File: src/rtl/multi_clock_generator_if.sv
// Bundle of run requests, half-period settings and generated clock outputs
// for a bank of independent divided-clock channels.
interface multi_clock_generator_if #(
    parameter int CHANNELS = 4,
    parameter int WIDTH    = 16
);
    logic [CHANNELS-1:0]       work;
    logic [CHANNELS*WIDTH-1:0] half_period;
    logic [CHANNELS-1:0]       clk_out;
    logic [CHANNELS-1:0]       busy;
    logic [CHANNELS-1:0]       rise;

    modport master (
        output work,
        output half_period,
        input  clk_out,
        input  busy,
        input  rise
    );

    modport slave (
        input  work,
        input  half_period,
        output clk_out,
        output busy,
        output rise
    );
endinterface

File: src/rtl/multi_clock_generator.sv
// Bank of independent 50%-duty clock dividers. Each channel runs whole periods
// of 2*H system cycles while requested and always stops low after a full period.
module multi_clock_generator #(
    parameter int CHANNELS = 4,
    parameter int WIDTH    = 16
) (
    input  logic                   clk,
    input  logic                   rst,
    multi_clock_generator_if.slave bus
);

    typedef enum logic [1:0] {
        ST_IDLE = 2'd0,
        ST_HIGH = 2'd1,
        ST_LOW  = 2'd2
    } state_t;

    for (genvar gi = 0; gi < CHANNELS; gi++) begin : g_chan
        state_t           state_reg, state_next;
        logic [WIDTH-1:0] cnt_reg, cnt_next;
        logic             clk_out_reg, clk_out_next;
        logic             busy_reg, busy_next;
        logic             rise_reg, rise_next;
        logic [WIDTH-1:0] hp;
        logic [WIDTH-1:0] reload;

        // A half-period of 0 runs as 1, so the reload value is never negative.
        assign hp     = bus.half_period[gi*WIDTH +: WIDTH];
        assign reload = (hp == '0) ? '0 : hp - WIDTH'(1);

        always_ff @(posedge clk or posedge rst) begin
            if (rst) begin
                state_reg   <= ST_IDLE;
                cnt_reg     <= '0;
                clk_out_reg <= 1'b0;
                busy_reg    <= 1'b0;
                rise_reg    <= 1'b0;
            end else begin
                state_reg   <= state_next;
                cnt_reg     <= cnt_next;
                clk_out_reg <= clk_out_next;
                busy_reg    <= busy_next;
                rise_reg    <= rise_next;
            end
        end

        always_comb begin
            state_next   = state_reg;
            cnt_next     = cnt_reg;
            clk_out_next = clk_out_reg;
            rise_next    = 1'b0;
            unique case (state_reg)
                ST_IDLE: begin
                    clk_out_next = 1'b0;
                    if (bus.work[gi]) begin
                        state_next   = ST_HIGH;
                        clk_out_next = 1'b1;
                        rise_next    = 1'b1;
                        cnt_next     = reload;
                    end
                end
                ST_HIGH: begin
                    if (cnt_reg != '0) begin
                        cnt_next = cnt_reg - WIDTH'(1);
                    end else begin
                        state_next   = ST_LOW;
                        clk_out_next = 1'b0;
                        cnt_next     = reload;
                    end
                end
                ST_LOW: begin
                    // work is only looked at on the last low cycle, so a period
                    // in progress always completes.
                    if (cnt_reg != '0) begin
                        cnt_next = cnt_reg - WIDTH'(1);
                    end else if (bus.work[gi]) begin
                        state_next   = ST_HIGH;
                        clk_out_next = 1'b1;
                        rise_next    = 1'b1;
                        cnt_next     = reload;
                    end else begin
                        state_next = ST_IDLE;
                        cnt_next   = '0;
                    end
                end
                default: begin
                    state_next   = ST_IDLE;
                    cnt_next     = '0;
                    clk_out_next = 1'b0;
                end
            endcase
            busy_next = (state_next != ST_IDLE);
        end

        assign bus.clk_out[gi] = clk_out_reg;
        assign bus.busy[gi]    = busy_reg;
        assign bus.rise[gi]    = rise_reg;
    end

endmodule

File: src/flat_wrapper.sv
// flat-port wrapper written by rule: the top's interface ports become plain ports
module multi_clock_generator_flat 
#(
    parameter int CHANNELS = 4,
    parameter int WIDTH    = 16
)
  (clk, rst, bus_work, bus_half_period, bus_clk_out, bus_busy, bus_rise);
  multi_clock_generator_if #(.CHANNELS(CHANNELS), .WIDTH(WIDTH)) bus_i ();
  input  logic clk;
  input  logic rst;
  input wire logic [$bits(bus_i.work)-1:0] bus_work;
  input wire logic [$bits(bus_i.half_period)-1:0] bus_half_period;
  output wire logic [$bits(bus_i.clk_out)-1:0] bus_clk_out;
  output wire logic [$bits(bus_i.busy)-1:0] bus_busy;
  output wire logic [$bits(bus_i.rise)-1:0] bus_rise;
  assign bus_i.work = bus_work;
  assign bus_i.half_period = bus_half_period;
  assign bus_clk_out = bus_i.clk_out;
  assign bus_busy = bus_i.busy;
  assign bus_rise = bus_i.rise;
  multi_clock_generator #(.CHANNELS(CHANNELS), .WIDTH(WIDTH)) u_core (.clk(clk), .rst(rst), .bus(bus_i));
endmodule
File: config.mk
export PLATFORM = sky130hd
export DESIGN_NAME = multi_clock_generator_flat
export DESIGN_NICKNAME = d
export VERILOG_FILES = /design/src/rtl/multi_clock_generator_if.sv /design/src/rtl/multi_clock_generator.sv /design/src/flat_wrapper.sv
export SDC_FILE = /design/constraint.sdc
export NUM_CORES = 1
export LEC_CHECK = 0
export ABC_AREA = 1
export BUFFER_PORTS_ARGS = -buffer_cell sky130_fd_sc_hd__buf_4
export CAP_MARGIN = 15
export CORE_ASPECT_RATIO = 0.9
export CORE_UTILIZATION = 55
export DETAILED_ROUTE_END_ITERATION = 8
export GPL_TIMING_DRIVEN = 0
export PLACE_DENSITY = 0.79
export SYNTH_ARGS = -nofsm -noshare
export SYNTH_HDL_FRONTEND = slang
export SYNTH_SLANG_ARGS = --single-unit
File: constraint.sdc
create_clock -name clk -period 2.8 [get_ports clk]
set_input_delay 0.42 -clock clk [delete_from_list [all_inputs] [get_ports clk]]
set_output_delay 0.42 -clock clk [all_outputs]
set_load 0.1 [all_outputs]
Word-level counts from Yosys, hierarchy flattened
Index checks and enable logic that the tools add are counted.
- flip-flop bits (word level): 84
- input bits: 70
- output and inout port bits: 12
- logic and storage cells: 144
- add/subtract/negate cells: 8
- equality and inequality tests: 24
- multiplexer cells: 72
- reductions and logical operators: 20
- operators with widths (cell ; count):
    $mux W16 ; 20
    $pmux W16 S3 ; 4
    $sub A16 B1 Y16 const B ; 8
    $logic_not A16 Y1 ; 4
    $reduce_bool A16 Y1 ; 4
    $ne A2 B2 Y1 const B ; 16
    $mux W1 ; 24
    $mux W2 ; 12
    $pmux W2 S3 ; 4
    $pmux W1 S3 ; 4
    $reduce_and A3 Y1 ; 4
    $eq A2 B1 Y1 const B ; 4
    $eq A2 B2 Y1 const B ; 4
    $logic_not A2 Y1 ; 4
    $pmux W1 S2 ; 4
    $reduce_bool A2 Y1 ; 4

Longest topological paths before layout
Gate-level depths: netlist of the first run.
- word-level depth: 5
- gate-level depth with buffers: 13
- gate-level depth less buffers: 13

Worst setup path after synthesis of the first run
OpenSTA, ideal clock, no wires.
- path type: input port to flip-flop
- from: in bus_half_period[16]
- to: reg u_core.g_chan[1].cnt_reg[14]
- setup time: 0.117 ns
- arrival: 1.515 ns
- data required time: 2.683 ns
- setup slack: 1.168 ns
- stages on the path: 12
- path buffers: 1
- cells stage by stage: inv_1 ha_1 nand3_1 nor2_1 nand2_1 buf_2 nand4_1 nand2_1 nand2_1 nand2_1 nand2_1 nand2_1
- word-level cells in the longest chain between the ends: 5
- elaborated cells on any way between the ends: 8
- those cells by class: add/sub: 1; mux: 6; reduce/logical: 1
- ends and longest elaborated chain (item ; RTL line ; text):
    start: declaration ; flat_wrapper.sv:12 ; input wire logic [$bits(bus_i.half_period)-1:0] bus_half_period;
    $sub A16 B1 Y16 / $logic_not A16 Y1 (equally long branches) ; multi_clock_generator.sv:29 ; assign reload = (hp == '0) ? '0 : hp - WIDTH'(1);
    $mux W16 * ; multi_clock_generator.sv:29 ;
    $mux W16 ; multi_clock_generator.sv:76 ; end else if (bus.work[gi]) begin
    $mux W16 ; multi_clock_generator.sv:74 ; if (cnt_reg != '0) begin
    $pmux W16 S3 * ; multi_clock_generator.sv:52 ; unique case (state_reg)
    end signal: assignment ; multi_clock_generator.sv:40 ; cnt_reg <= cnt_next;
    end: declaration ; multi_clock_generator.sv:20 ; logic [WIDTH-1:0] cnt_reg, cnt_next;
Mark *: on every way between the ends. The rest lies on a longest branch, timed or not. The select of a mux whose other input is x is not followed.
A chain may end at the register's enable or synchronous reset.

Worst setup path after layout of the first run
- from: reg u_core.g_chan[3].cnt_reg[0]
- to: reg u_core.g_chan[3].cnt_reg[10]
- word-level cells in the longest chain between the ends: 3
- elaborated cells on any way between the ends: 5
- those cells by class: add/sub: 1; mux: 3; reduce/logical: 1
- ends and longest elaborated chain (item ; RTL line):
    start: declaration ; multi_clock_generator.sv:20
    start signal: assignment ; multi_clock_generator.sv:40
    $sub A16 B1 Y16 / $reduce_bool A16 Y1 (equally long branches) ; -
    $mux W16, on equally long branches ; multi_clock_generator.sv:74, multi_clock_generator.sv:63
    $pmux W16 S3 * ; multi_clock_generator.sv:52
Mark *: on every way between the ends. The rest lies on a longest branch, timed or not.

==> results.sh, run 1 <==
export IMPL_status="complete, no violations"
export IMPL_clock_fmax_mhz=506
export IMPL_hold_class="input pin to asynchronous set/reset pin"
export IMPL_nNetsFinal=1516
export IMPL_skew_ns=0.00721
export IMPL_syn_avg_cell_area_um2=6.04
export IMPL_r2r_start="u_core.g_chan[3].cnt_reg[0]"
export IMPL_p_leak_nw=4.85
export IMPL_grt_use_total_pct=29.3
export IMPL_yosys_register_bits=84
export IMPL_cts_root_buf="clkbuf_16"
export IMPL_slew_headroom_pct=62.8
export IMPL_use_met3_pct=4.32
export IMPL_setup_worst_path_end="u_core.g_chan[3].cnt_reg[10]"
export IMPL_yosys_warnings=0
export IMPL_top_usage_layer="met2"
export IMPL_fin_crit_sh_pct=70.6
export IMPL_post_drt_wl_per_cell_um=12.8
export IMPL_finalCriticalPeriod_ns=1.98
export IMPL_r2r_cells=10
export IMPL_final_util_pct=65.6
export IMPL_path_class="flip-flop to flip-flop"
export IMPL_antenna_found_initial=0
export IMPL_antenna_left=0
export IMPL_crit_arrival_ns=2.26
export IMPL_initial_core_util_pct=57.1
export IMPL_grt_pass1_wl_mm=35.3
export IMPL_largest_register_ffs=64
export IMPL_grt_setup_unrepaired="no"
export IMPL_dieArea_um2=15300
export IMPL_ys_types=47
export IMPL_slew_viol_final=0
export IMPL_port_buffers=81
export IMPL_placementRows=41
export IMPL_post_cts_resized=0
export IMPL_worstMarginPinSlew_ns=0.554
export IMPL_cts_buffer_depth=2
export IMPL_synth_edf_count=0
export IMPL_synth_fp_nets=1423
export IMPL_hold_slack_ns=0.0771
export IMPL_synth_yosys_seq_area_share_pct=25.9
export IMPL_crit_path_frequent_cell="nand2_1"
export IMPL_setup_viol=0
export IMPL_area_delta_synth_final_pct=14.8
export IMPL_synth_area_um2=8120
export IMPL_grt_use_met2_pct=48.9
export IMPL_clk_pin_slew_ns=0.07
export IMPL_num_vias=8735
export IMPL_clock_sinks=84
export IMPL_die_width_um=130
export IMPL_synth_main_ff_cell="dfrtp_1"
export IMPL_hold_violations=0
export IMPL_cp_slowest_cell="dfrtp_1"
export IMPL_end_kind="flip-flop"
export IMPL_coreArea_um2=14200
export IMPL_rr_endpoint="u_core.g_chan[3].cnt_reg[10]"
export IMPL_drt_first_pass_iters=6
export IMPL_diodes=0
export IMPL_via_per_inst=5.34
export IMPL_drive_gt1_share_pct=14.2
export IMPL_grt_max_degree=52
export IMPL_dp_hpwl_mm=16.3
export IMPL_max_cap_violations=0
export IMPL_cts_tree="done"
export IMPL_postCtsHoldBufs=0
export IMPL_critPathLaunch="u_core.g_chan[3].cnt_reg[0]"
export IMPL_crit_path_start_kind="flip-flop"
export IMPL_p_per_area_nw_per_um2=877
export IMPL_netlist_instances=1345
export IMPL_first_iter_violations=687
export IMPL_irDropWorstVdd_mv=0.574
export IMPL_r2r_slack_ns=0.82
export IMPL_crit_required_ns=3.08
export IMPL_wl_mm=21.0
export IMPL_clk_latency_ns=0.35
export IMPL_drcViolationCount=0
export IMPL_ios=82
export IMPL_met1_usage_pct=39.6
export IMPL_crit_chain="inv_1, ha_1, nand2_4, nor2_8, nand4_2, nor2_1, nand2_1, nand2_2, nand3_1, nand2_1"
export IMPL_cpPeakStageDelay_ns=0.39
export IMPL_die_y_um=117
export IMPL_grt_pass1_vias=7762
export IMPL_cts_buffers=9
export IMPL_grt_overflow_total=0
export IMPL_worstPathMaxFanout=6
export IMPL_place_gp_congestion=0.964
export IMPL_htreeDepth=3
export IMPL_synth_async_reset_ratio_pct=100
export IMPL_post_cts_setup_buffers=0
cell families after synthesis:
logic type | count (synthesis) | share of synthesized area, %
adder cells (fa/ha/maj) | 8 | 1.23
AND/OR/NAND/NOR | 907 | 50.1
flip-flops | 84 | 25.9
AO/OA/AOI/OAI | 99 | 7.30
buffers and inverters | 198 | 10.2
XOR/XNOR | 49 | 5.29
metal layers:
metal / share of wire (%) / vias to the layer above / wire length, um
met3: 5.4 / 41 / 1130
met4: 1.9 / 0 / 407
met5: 0 / - / 0
li1: - / 4439 / -
met2: 45 / 265 / 9500
met1: 47 / 3990 / 9930
power breakdown:
part           total (mW)  internal [mW]  leakage (nW)  switching (mW)
Clock                1.34          0.812         0.161           0.532
Sequential           2.36           1.75          1.02           0.611
Combinational        4.47           1.59          3.67            2.89
cell usage in the layout (no fill, tap or decap), drive strengths merged:
cell type,synthesis,routed
nand2,490,490
nor2,222,222
inv,163,165
nand3,114,114
buf,26,108
dfrtp,84,84
nand4,50,50
o21ai,49,49
xor2,40,40
a21oi,21,21
clkbuf,6,17
nand3b,10,10
xnor2,9,9
nor3,9,9
or2,9,9
ha,8,8
a22oi,6,6
o221ai,5,5
o211ai,5,5
o21bai,5,5
clkinv,3,4
o22ai,3,3
o21a,2,2
a32oi,2,2
bufinv,0,2
nor4,1,1
nor3b,1,1
o2111ai,1,1
and2,1,1
synthesized netlist by cell type (all sizes together), types with 3 or more instances:
master	number	share of area [%]
o21ai	49	3.1
o22ai	3	0.23
o211ai	5	0.46
nand3	114	7.6
a21oi	21	1.4
xnor2	9	0.97
o21bai	5	0.46
nand3b	10	0.92
clkbuf	6	0.28
nand4	50	4.1
xor2	40	4.3
o221ai	5	0.54
a22oi	6	0.55
dfrtp	84	26
ha	8	1.2
nor2	222	13
nand2	490	23
or2	9	0.72
clkinv	3	0.15
buf	26	2.2
inv	163	7.5
nor3	9	0.69
critical path: cells and delay by family, from the launching register on:
| family | cells | cell delay, ns |
|---|---|---|
| adder cells (fa/ha/maj) | 1 | 0.29 |
| flip-flops | 1 | 0.39 |
| buffers and inverters | 1 | 0.14 |
| AND/OR/NAND/NOR | 8 | 1.09 |
worst min path at each step:
stage	cells after the start	start	endpoint
final	2	rst	u_core.g_chan[0].busy_reg
after global routing	2	rst	u_core.g_chan[0].busy_reg
after CTS	2	rst	u_core.g_chan[0].state_reg[0]
after detailed placement	2	rst	u_core.g_chan[1].busy_reg
after global placement	2	u_core.g_chan[0].cnt_reg[0]	u_core.g_chan[0].cnt_reg[0]
after floorplan	2	u_core.g_chan[0].clk_out_reg	u_core.g_chan[0].clk_out_reg
area by class of cell:
class,instances,area [um2]
multi-input cells,1063,5190
flip-flops and latches,84,2100
clock buffers,11,243
repair buffers,82,636
well taps,193,241
clock inverters,5,82.6
fillers,1372,4890
plain buffers,32,204
inverters,166,627
stage by stage:
stage               total power [mW]  instance area, um2  setup TNS (ns)  cells  setup slack [ns]
floorplan                       5.74                8120               0   1345             0.215
global placement                6.65                8970          -67.63   1619            -0.811
detailed placement              6.76                9000               0   1620             0.844
CTS                             8.15                9320               0   1636             0.864
global route                    8.88                9320               0   1636             0.678
finish                          8.18                9320               0   1636             0.823
Note: power is estimated with default switching activity, not from simulation.
==> run 2: changes to the inputs <==
--- a/config.mk
+++ b/config.mk
@@ -5,14 +5,14 @@
 export SDC_FILE = /design/constraint.sdc
 export NUM_CORES = 1
 export LEC_CHECK = 0
-export ABC_AREA = 1
+export ABC_AREA = 0
 export BUFFER_PORTS_ARGS = -buffer_cell sky130_fd_sc_hd__buf_4
 export CAP_MARGIN = 15
 export CORE_ASPECT_RATIO = 0.9
 export CORE_UTILIZATION = 55
 export DETAILED_ROUTE_END_ITERATION = 8
 export GPL_TIMING_DRIVEN = 0
-export PLACE_DENSITY = 0.79
+export PLACE_DENSITY = 0.8
 export SYNTH_ARGS = -nofsm -noshare
 export SYNTH_HDL_FRONTEND = slang
 export SYNTH_SLANG_ARGS = --single-unit
==> constraint.sdc (replaced) <==
create_clock -name clk -period 2 [get_ports clk]
set_input_delay 0.3 -clock clk [delete_from_list [all_inputs] [get_ports clk]]
set_output_delay 0.3 -clock clk [all_outputs]
set_load 0.1 [all_outputs]
==> run 2 against run 1 <==
The run now ends with setup timing left. Critical path type unchanged. Fmax decreased by 20%. Clock power rose by 30%. Power increased by 7.0%. Critical endpoint is now u_core.g_chan[3].cnt_reg[11].
==> results.sh, run 2 <==
export IMPL_status="finished with violations"
export IMPL_violations="setup timing"
export IMPL_internal_power_mw=5.06
export IMPL_most_common_layout_cells="150 x buf_4, 76 x dfrtp_1, 59 x nand2_1, 54 x nor2_1, 42 x nor3_1"
export IMPL_dpl_cell_area_um2=7670
export IMPL_cts_buffer_depth=2
export IMPL_antenna_found_initial=0
export IMPL_path_class="flip-flop to flip-flop"
export IMPL_worstPathMaxFanout=4
export IMPL_synth_main_ff_cell="dfrtp_1"
export IMPL_grt_max_degree=41
export IMPL_p_sw_share_pct=42.2
export IMPL_dieArea_um2=12200
export IMPL_post_drt_wl_per_cell_um=20.3
export IMPL_placementRows=37
export IMPL_wl_mm=22.8
export IMPL_clk_latency_ns=0.35
export IMPL_p_per_area_nw_per_um2=939
export IMPL_die_y_um=105
export IMPL_final_cells=1122
export IMPL_first_iter_violations=711
export IMPL_comb_power_share_pct=47.2
export IMPL_area_delta_synth_final_pct=44.2
export IMPL_pwr_share_seq_pct=32.9
export IMPL_yosysTopAreaCell="dfrtp_1"
export IMPL_clk_pin_slew_ns=0.06
export IMPL_power_switching_mw=3.69
export IMPL_n_fill_cell=684
export IMPL_fin_setup_tns_ns=-15.70
export IMPL_port_buffers=80
export IMPL_die_width_um=116
export IMPL_end_kind="flip-flop"
export IMPL_yosys_top_cells_count="84 x dfrtp_1, 63 x nand2_1, 63 x nor2_1"
export IMPL_crit_path_start_kind="flip-flop"
export IMPL_cpPeakStageDelay_ns=0.48
export IMPL_skew_ns=0.00888
export IMPL_setup_viol=70
export IMPL_worstMarginPinSlew_ns=1.24
export IMPL_crit_arrival_ns=2.68
export IMPL_slew_headroom_pct=16.9
export IMPL_fin_crit_sh_pct=123
export IMPL_antenna_left=0
export IMPL_hold_slack_ns=0.173
export IMPL_synth_area_um2=6460
export IMPL_finalCriticalPeriod_ns=2.46
export IMPL_crit_required_ns=2.22
export IMPL_clock_sinks=84
export IMPL_initial_core_util_pct=56.5
export IMPL_grt_pass1_wl_mm=33.6
export IMPL_yosys_warnings=0
export IMPL_cts_root_buf="clkbuf_16"
export IMPL_p_leak_nw=3.72
export IMPL_placed_cells=1026
export IMPL_ys_types=62
export IMPL_grt_setup_unrepaired="yes"
export IMPL_hold_violations=0
export IMPL_multi_input_area_um2=4930
export IMPL_cp_slowest_cell="or4b_4"
export IMPL_num_vias=7562
export IMPL_cts_tree="done"
export IMPL_crit_chain="inv_2, ha_4, or4b_4, nor4_4, buf_4, buf_4, buf_12, a211oi_2, o21ai_2, o221ai_4"
export IMPL_grt_overflow_total=0
export IMPL_diodes=0
export IMPL_drt_first_pass_iters=6
export IMPL_irDropWorstVdd_mv=0.985
export IMPL_nNetsFinal=1039
export IMPL_clkPwrFrac_pct=19.9
export IMPL_synth_top_area_share_pct=32.5
export IMPL_final_area_um2=9310
export IMPL_synth_edf_count=0
export IMPL_via_per_inst=6.74
export IMPL_synth_area_leaders="dfrtp_1 33%, o221ai_1 4.5%, xnor2_1 4.3%, xor2_1 4.3%, o21ai_0 4.3%"
export IMPL_grt_pass1_vias=7057
export IMPL_post_place_ws_ns=-0.683
export IMPL_dp_hpwl_mm=12.9
export IMPL_ios=82
export IMPL_clock_fmax_mhz=406
export IMPL_grt_use_total_pct=34.7
export IMPL_slew_viol_final=0
export IMPL_syn_avg_cell_area_um2=8.20
export IMPL_cts_buffers=9
export IMPL_seq_area_um2=2110
export IMPL_yosys_register_bits=84
export IMPL_coreArea_um2=11400
export IMPL_largest_register_ffs=64
export IMPL_place_gp_congestion=0.933
export IMPL_crit_path_frequent_cell="buf_4"
export IMPL_drive_gt1_share_pct=38.7
export IMPL_synth_fp_nets=866
export IMPL_synth_yosys_seq_area_share_pct=32.5
export IMPL_max_cap_violations=0
export IMPL_worst_slack_ns=-0.461
export IMPL_yosysMostFrequentCell="dfrtp_1"
export IMPL_netlist_instances=788
export IMPL_final_common_cell="buf_4"
export IMPL_htreeDepth=3
export IMPL_synth_async_reset_ratio_pct=100
export IMPL_drcViolationCount=0
export IMPL_hold_class="input pin to flip-flop"
run 2: cell types whose count changed after synthesis, moves of 20 or more:
cell	previous run	this run
nand2_1	478	63
inv_1	153	27
nor2_1	185	63
nand3_1	107	17
nor3_1	8	53
nand4_1	48	8
o21ai_0	26	55
o221ai_1	5	33
or3_1	0	26
nor4_1	1	25
xnor2_1	9	32
clkbuf_1	6	28
nor2_2	20	0
run 2: per-layer routing:
| metal | vias up | wire [um] | track usage, % |
|---|---|---|---|
| li1 | 3315 | - | - |
| met1 | 3631 | 8650 | 42.9 |
| met2 | 476 | 11100 | 58.3 |
| met3 | 140 | 1840 | 7.02 |
| met4 | 0 | 1150 | 14.4 |
| met5 | - | 0 | 0 |
run 2: final cells by class:
cell class / count / share of cell area (%)
Buffer: 37 / 2.69
Clock buffer: 10 / 2.57
Multi-Input combinational cell: 634 / 53.0
Sequential cell: 84 / 22.7
Clock inverter: 6 / 0.685
Inverter: 27 / 1.18
Timing Repair Buffer: 168 / 15.1
Tap cell: 156 / 2.10
run 2: path summary, 6_finish.rpt:
path	start	end	slack [ns]	depth (start not counted)
max reg2reg	u_core.g_chan[3].cnt_reg[1]	u_core.g_chan[3].cnt_reg[11]	-0.46	10
min in group asynchronous	rst	u_core.g_chan[1].cnt_reg[7]	0.46	3
min	bus_half_period[48]	u_core.g_chan[3].cnt_reg[0]	0.17	2
max	u_core.g_chan[3].cnt_reg[1]	u_core.g_chan[3].cnt_reg[11]	-0.46	10
max in group asynchronous	rst	u_core.g_chan[0].cnt_reg[12]	0.77	5
min reg2reg	u_core.g_chan[2].clk_out_reg	u_core.g_chan[2].clk_out_reg	0.48	1
run 2: cells by family (layout without fill, tap and decap cells):
kind of cell	after synthesis	after routing	synth area share [%]
adder cells (fa/ha/maj)	9	9	1.70
AO/OA/AOI/OAI	214	215	22.4
buffers and inverters	72	248	5.07
flip-flops	84	84	32.5
AND/OR/NAND/NOR	335	336	28.0
multiplexers	10	10	1.59
XOR/XNOR	64	64	8.68
run 2: critical path, delay by kind of cell, from the launching register on:
| family | cells | cell delay [ns] |
|---|---|---|
| AND/OR/NAND/NOR | 2 | 0.87 |
| buffers and inverters | 4 | 0.52 |
| adder cells (fa/ha/maj) | 1 | 0.13 |
| AO/OA/AOI/OAI | 3 | 0.40 |
| flip-flops | 1 | 0.41 |
run 2: timing repair:
item / in CTS / in global routing
endpoints found under the setup margin: 82 / 78
hold buffers: 1 / 0
setup buffers: 51 / 31
resized for setup: 86 / 94
pin swaps: 34 / 53
cloned: 6 / 1
hold endpoints to repair: 10 / 0
run 2: power by group through the flow:
stage	registers, mW	clock network (mW)	logic [mW]
3_3_place_gp	2.70	0	2.96
4_1_cts	2.73	1.73	3.55
3_5_place_dp	2.74	0	3.09
5_1_grt	2.92	1.82	4.40
6_report	2.88	1.74	4.13
2_1_floorplan	2.61	0	2.44
run 2: stage by stage:
step / power, mW / utilization (%)
2_1_floorplan: 5.05 / -
3_3_place_gp: 5.66 / 66.7
3_5_place_dp: 5.84 / 67.1
4_1_cts: 8.02 / 77.0
5_1_grt: 9.14 / 81.5
6_report: 8.75 / 81.5
